[src/rtl/div_pkg.sv]
// Shared definitions for the sequential restoring divider.
//   div_state_e : FSM state encoding (IDLE, RUN, DONE)
//   DEF_WIDTH   : default divisor/quotient/remainder width
//   cnt_width() : width of the iteration counter for a given WIDTH
package div_pkg;

  typedef enum logic [1:0] {
    DIV_IDLE = 2'd0,
    DIV_RUN  = 2'd1,
    DIV_DONE = 2'd2
  } div_state_e;

  localparam int DEF_WIDTH = 8;

  // The counter must be able to hold the value WIDTH itself.
  function automatic int cnt_width(input int w);
    return $clog2(w + 1);
  endfunction

endpackage

[src/rtl/div_seq_if.sv]
// Handshake/operand bundle for div_seq.
//   master : drives start, dividend (2*WIDTH), divisor (WIDTH) [, sgn]
//   slave  : drives busy, done, quotient, remainder, dbz, ovf
// Optional feature macro: DIV_SIGNED_EN adds the sgn request bit.
interface div_seq_if
  import div_pkg::*;
#(
  parameter int WIDTH = DEF_WIDTH
);
  logic               start;
  logic [2*WIDTH-1:0] dividend;
  logic [WIDTH-1:0]   divisor;
`ifdef DIV_SIGNED_EN
  logic               sgn;
`endif
  logic               busy;
  logic               done;
  logic [WIDTH-1:0]   quotient;
  logic [WIDTH-1:0]   remainder;
  logic               dbz;
  logic               ovf;

`ifdef DIV_SIGNED_EN
  modport master (output start, dividend, divisor, sgn,
                  input  busy, done, quotient, remainder, dbz, ovf);
  modport slave  (input  start, dividend, divisor, sgn,
                  output busy, done, quotient, remainder, dbz, ovf);
`else
  modport master (output start, dividend, divisor,
                  input  busy, done, quotient, remainder, dbz, ovf);
  modport slave  (input  start, dividend, divisor,
                  output busy, done, quotient, remainder, dbz, ovf);
`endif

endinterface

[src/rtl/div_step.sv]
// One combinational restoring-division iteration.
//   r       in  WIDTH+1  current partial remainder (always < divisor)
//   q_msb   in  1        bit shifted in from the dividend/quotient register
//   divisor in  WIDTH    divisor
//   r_next  out WIDTH+1  partial remainder after this step
//   q_bit   out 1        quotient bit produced by this step
module div_step #(
  parameter int WIDTH = 8
) (
  input  logic [WIDTH:0]   r,
  input  logic             q_msb,
  input  logic [WIDTH-1:0] divisor,
  output logic [WIDTH:0]   r_next,
  output logic             q_bit
);

  logic [WIDTH+1:0] shifted;
  logic [WIDTH+1:0] diff;

  always_comb begin
    shifted = {r, q_msb};
    diff    = shifted - {2'b00, divisor};
    q_bit   = (shifted >= {2'b00, divisor});
    // Because r < divisor on entry, the kept value always fits in WIDTH+1 bits.
    r_next  = (WIDTH+1)'(q_bit ? diff : shifted);
  end

endmodule

[src/rtl/div_seq.sv]
// Sequential restoring divider: 2*WIDTH-bit dividend / WIDTH-bit divisor,
// one quotient bit per clock, start/busy/done handshake.
//   clk   : rising-edge clock
//   rst_n : asynchronous active-low reset (aborts a running division)
//   bus   : div_seq_if slave (start/dividend/divisor in; busy/done/
//           quotient/remainder/dbz/ovf out)
// Optional feature macro: DIV_SIGNED_EN (two's-complement operands selected
// by bus.sgn, truncating C-style results).
module div_seq
  import div_pkg::*;
#(
  parameter int WIDTH = DEF_WIDTH
) (
  input logic     clk,
  input logic     rst_n,
  div_seq_if.slave bus
);

  localparam int CW = cnt_width(WIDTH);

  localparam logic [1:0] S_IDLE = 2'(DIV_IDLE);
  localparam logic [1:0] S_RUN  = 2'(DIV_RUN);
  localparam logic [1:0] S_DONE = 2'(DIV_DONE);

  logic [1:0]         state_reg;
  logic [WIDTH:0]     r_reg;
  logic [WIDTH-1:0]   q_reg;
  logic [WIDTH-1:0]   dv_reg;
  logic [CW-1:0]      cnt_reg;
  logic               done_reg;
  logic [WIDTH-1:0]   quotient_reg;
  logic [WIDTH-1:0]   remainder_reg;
  logic               dbz_reg;
  logic               ovf_reg;

  logic [2*WIDTH-1:0] dd_mag;
  logic [WIDTH-1:0]   dv_mag;
  logic [WIDTH:0]     r_next;
  logic               q_bit;

`ifdef DIV_SIGNED_EN
  logic               neg_q_reg;
  logic               neg_r_reg;
  logic               sd;
  logic               sv;
  logic               sovf;

  // The datapath always divides magnitudes; signs are re-applied in DONE.
  always_comb begin
    sd     = bus.sgn & bus.dividend[2*WIDTH-1];
    sv     = bus.sgn & bus.divisor[WIDTH-1];
    dd_mag = sd ? -bus.dividend : bus.dividend;
    dv_mag = sv ? -bus.divisor  : bus.divisor;
    // A negative result may reach 2^(W-1); a positive one only 2^(W-1)-1.
    sovf   = neg_q_reg ? (q_reg > {1'b1, {(WIDTH-1){1'b0}}})
                       : (q_reg > {1'b0, {(WIDTH-1){1'b1}}});
  end
`else
  always_comb begin
    dd_mag = bus.dividend;
    dv_mag = bus.divisor;
  end
`endif

  div_step #(.WIDTH(WIDTH)) u_step (
    .r       (r_reg),
    .q_msb   (q_reg[WIDTH-1]),
    .divisor (dv_reg),
    .r_next  (r_next),
    .q_bit   (q_bit)
  );

  always_ff @(posedge clk or negedge rst_n) begin
    if (!rst_n) begin
      state_reg     <= S_IDLE;
      r_reg         <= '0;
      q_reg         <= '0;
      dv_reg        <= '0;
      cnt_reg       <= '0;
      done_reg      <= 1'b0;
      quotient_reg  <= '0;
      remainder_reg <= '0;
      dbz_reg       <= 1'b0;
      ovf_reg       <= 1'b0;
`ifdef DIV_SIGNED_EN
      neg_q_reg     <= 1'b0;
      neg_r_reg     <= 1'b0;
`endif
    end else begin
      done_reg <= 1'b0;
      case (state_reg)
        S_IDLE: begin
          if (bus.start) begin
            dv_reg <= dv_mag;
`ifdef DIV_SIGNED_EN
            neg_q_reg <= sd ^ sv;
            neg_r_reg <= sd;
`endif
            if (dv_mag == '0) begin
              dbz_reg   <= 1'b1;
              ovf_reg   <= 1'b0;
              q_reg     <= '1;
              r_reg     <= '0;
              state_reg <= S_DONE;
            end else if (dd_mag[2*WIDTH-1:WIDTH] >= dv_mag) begin
              // Quotient would not fit in WIDTH bits.
              dbz_reg   <= 1'b0;
              ovf_reg   <= 1'b1;
              q_reg     <= '1;
              r_reg     <= '0;
              state_reg <= S_DONE;
            end else begin
              dbz_reg   <= 1'b0;
              ovf_reg   <= 1'b0;
              r_reg     <= {1'b0, dd_mag[2*WIDTH-1:WIDTH]};
              q_reg     <= dd_mag[WIDTH-1:0];
              cnt_reg   <= CW'(WIDTH);
              state_reg <= S_RUN;
            end
          end
        end
        S_RUN: begin
          r_reg   <= r_next;
          q_reg   <= {q_reg[WIDTH-2:0], q_bit};
          cnt_reg <= cnt_reg - CW'(1);
          if (cnt_reg == CW'(1)) begin
            state_reg <= S_DONE;
          end
        end
        S_DONE: begin
          done_reg  <= 1'b1;
          state_reg <= S_IDLE;
`ifdef DIV_SIGNED_EN
          if (dbz_reg || ovf_reg) begin
            quotient_reg  <= q_reg;
            remainder_reg <= r_reg[WIDTH-1:0];
          end else begin
            quotient_reg  <= neg_q_reg ? -q_reg : q_reg;
            remainder_reg <= neg_r_reg ? -r_reg[WIDTH-1:0] : r_reg[WIDTH-1:0];
            ovf_reg       <= sovf;
          end
`else
          quotient_reg  <= q_reg;
          remainder_reg <= r_reg[WIDTH-1:0];
`endif
        end
        default: state_reg <= S_IDLE;
      endcase
    end
  end

  assign bus.busy      = (state_reg == S_RUN);
  assign bus.done      = done_reg;
  assign bus.quotient  = quotient_reg;
  assign bus.remainder = remainder_reg;
  assign bus.dbz       = dbz_reg;
  assign bus.ovf       = ovf_reg;

endmodule

[src/flat_wrapper.sv]
// flat-port wrapper written by rule: the top's interface ports become plain ports
module div_seq_flat import div_pkg::*;
#(
  parameter int WIDTH = DEF_WIDTH
)
  (clk, rst_n, bus_start, bus_dividend, bus_divisor, bus_busy, bus_done, bus_quotient, bus_remainder, bus_dbz, bus_ovf);
  div_seq_if #(.WIDTH(WIDTH)) bus_i ();
  input logic clk;
  input logic rst_n;
  input wire logic [$bits(bus_i.start)-1:0] bus_start;
  input wire logic [$bits(bus_i.dividend)-1:0] bus_dividend;
  input wire logic [$bits(bus_i.divisor)-1:0] bus_divisor;
  output wire logic [$bits(bus_i.busy)-1:0] bus_busy;
  output wire logic [$bits(bus_i.done)-1:0] bus_done;
  output wire logic [$bits(bus_i.quotient)-1:0] bus_quotient;
  output wire logic [$bits(bus_i.remainder)-1:0] bus_remainder;
  output wire logic [$bits(bus_i.dbz)-1:0] bus_dbz;
  output wire logic [$bits(bus_i.ovf)-1:0] bus_ovf;
  assign bus_i.start = bus_start;
  assign bus_i.dividend = bus_dividend;
  assign bus_i.divisor = bus_divisor;
  assign bus_busy = bus_i.busy;
  assign bus_done = bus_i.done;
  assign bus_quotient = bus_i.quotient;
  assign bus_remainder = bus_i.remainder;
  assign bus_dbz = bus_i.dbz;
  assign bus_ovf = bus_i.ovf;
  div_seq #(.WIDTH(WIDTH)) u_core (.clk(clk), .rst_n(rst_n), .bus(bus_i));
endmodule
[config.mk]
export PLATFORM = sky130hd
export DESIGN_NAME = div_seq_flat
export DESIGN_NICKNAME = d
export VERILOG_FILES = /design/src/rtl/div_pkg.sv /design/src/rtl/div_seq_if.sv /design/src/rtl/div_step.sv /design/src/rtl/div_seq.sv /design/src/flat_wrapper.sv
export SDC_FILE = /design/constraint.sdc
export NUM_CORES = 1
export LEC_CHECK = 0
export CAP_MARGIN = 30
export CORE_AREA = 2 2 109 111
export DETAILED_ROUTE_END_ITERATION = 10
export DIE_AREA = 0 0 111 113
export PLACE_DENSITY = 0.47
export SYNTH_ARGS = -nofsm -noshare
export SYNTH_HDL_FRONTEND = slang
export SYNTH_SLANG_ARGS = --single-unit
[constraint.sdc]
create_clock -name clk -period 2.7 [get_ports clk]
set_input_delay 0.27 -clock clk [delete_from_list [all_inputs] [get_ports clk]]
set_output_delay 0.27 -clock clk [all_outputs]
set_load 0.01 [all_outputs]
Yosys cells after proc, flatten, opt, wreduce, memory -nomap -nowiden
Index checks and enable logic that the tools add are counted.
Cells by class
  add/subtract/negate cells: 2
  order comparisons: 2
  eq/ne operators: 7
  multiplexer cells: 22
  reduce and logical (&&, ||, !) cells: 7
Operator list (count)
  $mux W8: 4
  $mux W9: 3
  $pmux W9 S2: 1
  $pmux W8 S2: 1
  $mux W4: 3
  $ge A10 B8 Y1: 1
  $sub A9 B8 Y9: 1
  $ge A8 B8 Y1: 1
  $logic_not A8 Y1: 1
  $mux W2: 4
  $pmux W4 S2: 1
  $ne A2 B2 Y1 const B: 3
  $reduce_and A2 Y1: 3
  $eq A4 B1 Y1 const B: 1
  $mux W1: 4
  $pmux W2 S2: 1
  $reduce_and A4 Y1: 1
  $sub A4 B1 Y4 const B: 1
  $eq A2 B1 Y1 const B: 1
  $eq A2 B2 Y1 const B: 1
  $logic_not A2 Y1: 1
  $ne A2 B1 Y1 const B: 1
  $reduce_bool A2 Y1: 1
Storage, ports and cells
  register bits after elaboration: 50
  input port bits: 27
  output and inout port bits: 20

Depth between registers and ports, before layout
  depth after elaboration: 5
  mapped depth: 10
  gate-level depth less buffers: 9

Cells and area by module
Synthesis repeated with hierarchy kept, for this count alone.
Unflattened totals
  cell total of the unflattened synthesis: 279
  area, all modules: 2802.7 um^2
By module, submodules not included
  div_seq: times used 1, cells each 204, area each 2279.7 um^2, sequential area each 1251.2 um^2
  div_step: times used 1, cells each 75, area each 523.0 um^2, sequential area each 0.0 um^2

Least setup slack after synthesis
Ideal clock, no wire load.
  path type: register to register
  start point: reg u_core.q_reg[7]
  end point: reg u_core.r_reg[6]
  library setup time: 0.126 ns
  data arrival time: 2.581 ns
  required time: 2.574 ns
  slack: -0.007 ns
  stages on the path, launching flop included: 10
  buffers on the path: 0
  clock period less this slack: 2.707 ns
  cell sequence: dfrtp_1 inv_1 ha_1 inv_1 fa_1 a211o_1 a221o_1 a211oi_2 mux2_2 a221o_1
Between the ends
  longest elaborated chain between the ends: 3
  elaborated cells on any way between the ends: 4
  classes of those cells: add/sub (1); order compare (1); mux (2)
RTL lines
  start: declaration: RTL line div_seq.sv:27  | logic [WIDTH-1:0] q_reg;
  start signal: assignment: RTL line div_seq.sv:116  | q_reg <= dd_mag[WIDTH-1:0];
  start signal: assignment: RTL line div_seq.sv:124  | q_reg <= {q_reg[WIDTH-2:0], q_bit};
  $sub A9 B8 Y9 / $ge A10 B8 Y1 (equally long branches): RTL line div_step.sv:22, div_step.sv:23
  $mux W9 (*): RTL line div_step.sv:25  | r_next = (WIDTH+1)'(q_bit ? diff : shifted);
  $pmux W9 S2 (*): RTL line div_seq.sv:91  | case (state_reg)
  end signal: assignment: RTL line div_seq.sv:115  | r_reg <= {1'b0, dd_mag[2*WIDTH-1:WIDTH]};
  end signal: assignment: RTL line div_seq.sv:123  | r_reg <= r_next;
  end: declaration: RTL line div_seq.sv:26  | logic [WIDTH:0] r_reg;
Every way passes the cells marked *; elsewhere a longest branch is shown, timed or not.
A chain may end at the register's enable or synchronous reset.

Worst setup path in the final report
  start point: reg u_core.q_reg[7]
  end point: reg u_core.r_reg[5]
The elaborated chain is that of the path after synthesis.

==> flow_summary_export.csv <==
group,metric,value,unit
run_status,status,"completed",
die,initial_core_util,24.55,%
die,coreArea,11270,um2
yosys,synthCells,275,
clocking,h-tree-depth,2,
routing,drt.antenna.violating_nets,0,
setup_path,critPathLaunchType,"flop",
setup_path,path_buf_inv,4,
die,die_area,12540,um2
pwr,power,4.648,mW
min_path,hp-class,"in -> async",
timing,skew,0.003440,ns
routing,wl_per_cell,15.43,um
routing,drt_pass1_iterations,4,
yosys,yosysUniqueCellTypes,50,
place,io_buffer_count,46,
layout,area_growth_syn_to_layout,33.18,%
global_route,grt_pass1_vias,2270,
place,gp_congestion,0.8451,
layout,finish.utilization,32.70,%
clocking,cts_max_path_buffers,2,
clocking,clkTransAtPathRegs,0.07,ns
yosys,synth_nets,321,
setup_path,criticalPathCategory,"reg -> reg",
setup_path,cp_max_fo,7,
place,hpwl,5510,um
global_route,grt_use_total,12.08,%
global_route,overflow,0,
setup_path,r2r_start,"u_core.q_reg[7]$_DFFE_PN0P_",
routing,drcViolationCount,0,
global_route,antenna_found_initial,0,
die,io-pin-count,47,
setup_path,path_depth,11,
clocking,root_buffer,"clkbuf_16",
setup_path,cp_top_family,"compound AO/OA/AOI/OAI gates",
timing,slew_headroom,68.28,%
routing,vias,2231,
timing,drv_slew,0,
yosys,synth_edf_count,0,
setup_path,regToRegEndpoint,"u_core.r_reg[5]$_DFFE_PN0P_",
routing,drt-total-wl,7391,um
timing,grt_setup_unrepaired,"yes",
setup_path,slowest_stage,"dfrtp_1",
clocking,cts_tree,"yes",
global_route,grt_pass1_wl,12000,um
yosys,syn_area,2768,um2
timing,fmax,382.2,MHz
layout,largest_reg_flops,9,
run,maxCapViolations,0,
yosys,synth.avg_cell_area,10.06,um2
die,die_y,113,um
timing,hold_viol_final,0,
timing,hold-worst-slack,0.4693,ns
die,die_w,111,um
setup_path,critPathArrivalTime,2.80,ns
setup_path,cp.required,2.88,ns
timing,min_period_over_period,96.91,%
yosys,synth-async-reset-ratio,100.0,%
layout,layout_commonest_cell,"dfrtp_1",
place,pre_cts_ws,-0.007252,ns
setup_path,crit_chain,"inv_2 > ha_4 > inv_2 > fa_2 > a211o_1 > a221o_1 > a211oi_2 > buf_6 > buf_12 > a21oi_1 > a211o_1",
pwr,power_leakage,1.653,nW
yosys,synth_warnings,0,
clocking,cts.sinks,50,
yosys,synthFlopType,"dfrtp_1",
timing,max_slew.worst_pin.slew,0.4758,ns
layout,nets,381,
clocking,clock_latency,0.29,ns
timing,finalSetupViolations,0,
setup_path,reg2reg_depth,11,
yosys,synth.yosys.seq_area_share,45.21,%
routing,vias_per_cell,4.658,
timing,min_period,2.617,ns
layout,layout_common_cells,"dfrtp_1 (50), clkdlybuf4s50_1 (45), nand2_1 (35)",
global_route,grt_max_degree,32,
clocking,cts_buffers,5,
setup_path,slowest_delay,0.38,ns
die,row_count,39,
pwr,power_density,1261,nW/um2
yosys,synth-seq-cells,50,
routing,drtIter0Drc,127,
setup_path,reg2reg_slack,0.08,ns
pwr,max-vdd-ir-drop,0.3975,mV
timing,finalWorstSetupSlack,0.08336,ns
layout,final_layout_size_suffix_gt1_share,16.07,%
layout,diodes,0,
setup_path,crit_path_end_kind,"flop",
## synthesized netlist by cell type (2+ instances only)
master,instances,share of area [%]
a21oi_1,8,1.4
mux2i_1,5,1.8
nand3b_1,2,0.54
nand2_1,35,4.7
a21o_1,3,0.81
nor2_1,5,0.68
nand3_1,2,0.36
inv_1,29,3.9
o221ai_1,4,1.3
mux2_2,17,6.9
clkbuf_1,7,0.95
xor2_1,3,0.95
o22ai_1,3,0.68
o211ai_1,2,0.54
o2111ai_1,2,0.63
nand4_1,3,0.68
a221oi_1,3,0.95
a211o_1,2,0.63
o32ai_1,6,1.9
xnor2_1,2,0.63
dfrtp_1,50,45
ha_1,18,8.1
nor3_1,3,0.54
nor4_1,5,1.1
o21ai_0,30,5.4
a221o_1,2,0.72
## final cells by class
cell class / count / area [um2]
Fill cell: 1175 / 7586
Clock inverter: 3 / 48.80
Timing Repair Buffer: 63 / 601.8
Sequential cell: 50 / 1251
Tap cell: 143 / 178.9
Clock buffer: 5 / 125.1
Multi-Input combinational cell: 186 / 1371
Inverter: 29 / 108.9
## stage by stage
step	instances	setup TNS [ns]	instance area, um2
floorplan	275	0	2768
global placement	467	0	3438
detailed placement	467	-0.007252	3438
CTS	478	0	3660
global route	479	-0.1014	3686
finish	479	0	3686
## routing by layer
| layer | GRT usage, % | up-vias | share of wire [%] |
|---|---|---|---|
| met5 | 0 | - | 0 |
| met1 | 16.86 | 1062 | 50 |
| met4 | 3.583 | 0 | 1.3 |
| li1 | - | 1109 | - |
| met3 | 2.303 | 8 | 3.7 |
| met2 | 19.14 | 52 | 45 |
## worst max-delay path by stage
| stage | start | endpoint | slack [ns] |
|---|---|---|---|
| after floorplan | u_core.q_reg[7]$_DFFE_PN0P_ | u_core.r_reg[6]$_DFFE_PN0P_ | 0.03 |
| after global placement | u_core.q_reg[7]$_DFFE_PN0P_ | u_core.r_reg[0]$_DFFE_PN0P_ | 0.02 |
| after detailed placement | u_core.q_reg[7]$_DFFE_PN0P_ | u_core.r_reg[0]$_DFFE_PN0P_ | -0.007 |
| after CTS | u_core.q_reg[7]$_DFFE_PN0P_ | u_core.r_reg[0]$_DFFE_PN0P_ | 0.0007 |
| after global routing | u_core.q_reg[7]$_DFFE_PN0P_ | u_core.r_reg[5]$_DFFE_PN0P_ | -0.03 |
| final | u_core.q_reg[7]$_DFFE_PN0P_ | u_core.r_reg[5]$_DFFE_PN0P_ | 0.08 |
## timing repair
item,CTS,global route
endpoints found under the setup margin,2,8
endpoints found under the hold margin,19,0
hold buffers,1,0
setup buffers,2,1
gates resized for setup,4,4
pin swaps,3,6
## cells by family after synthesis
family                   after synthesis  share of synthesized area [%]
AO/OA/AOI/OAI                         74                          17.99
XOR/XNOR                               5                          1.583
adder cells (fa/ha/maj)               19                          8.861
buffers and inverters                 39                          6.148
flip-flops                            50                          45.21
multiplexers                          22                          8.725
AND/OR/NAND/NOR                       66                          11.48
## where the power goes
group / total, mW / switching (mW) / internal (mW) / leakage, nW
sequential: 1.34 / 0.246 / 1.09 / 0.617
clock: 0.755 / 0.311 / 0.444 / 0.0819
combinational: 2.56 / 1.24 / 1.32 / 0.954
No activity file was read; power rests on OpenSTA's default activity.
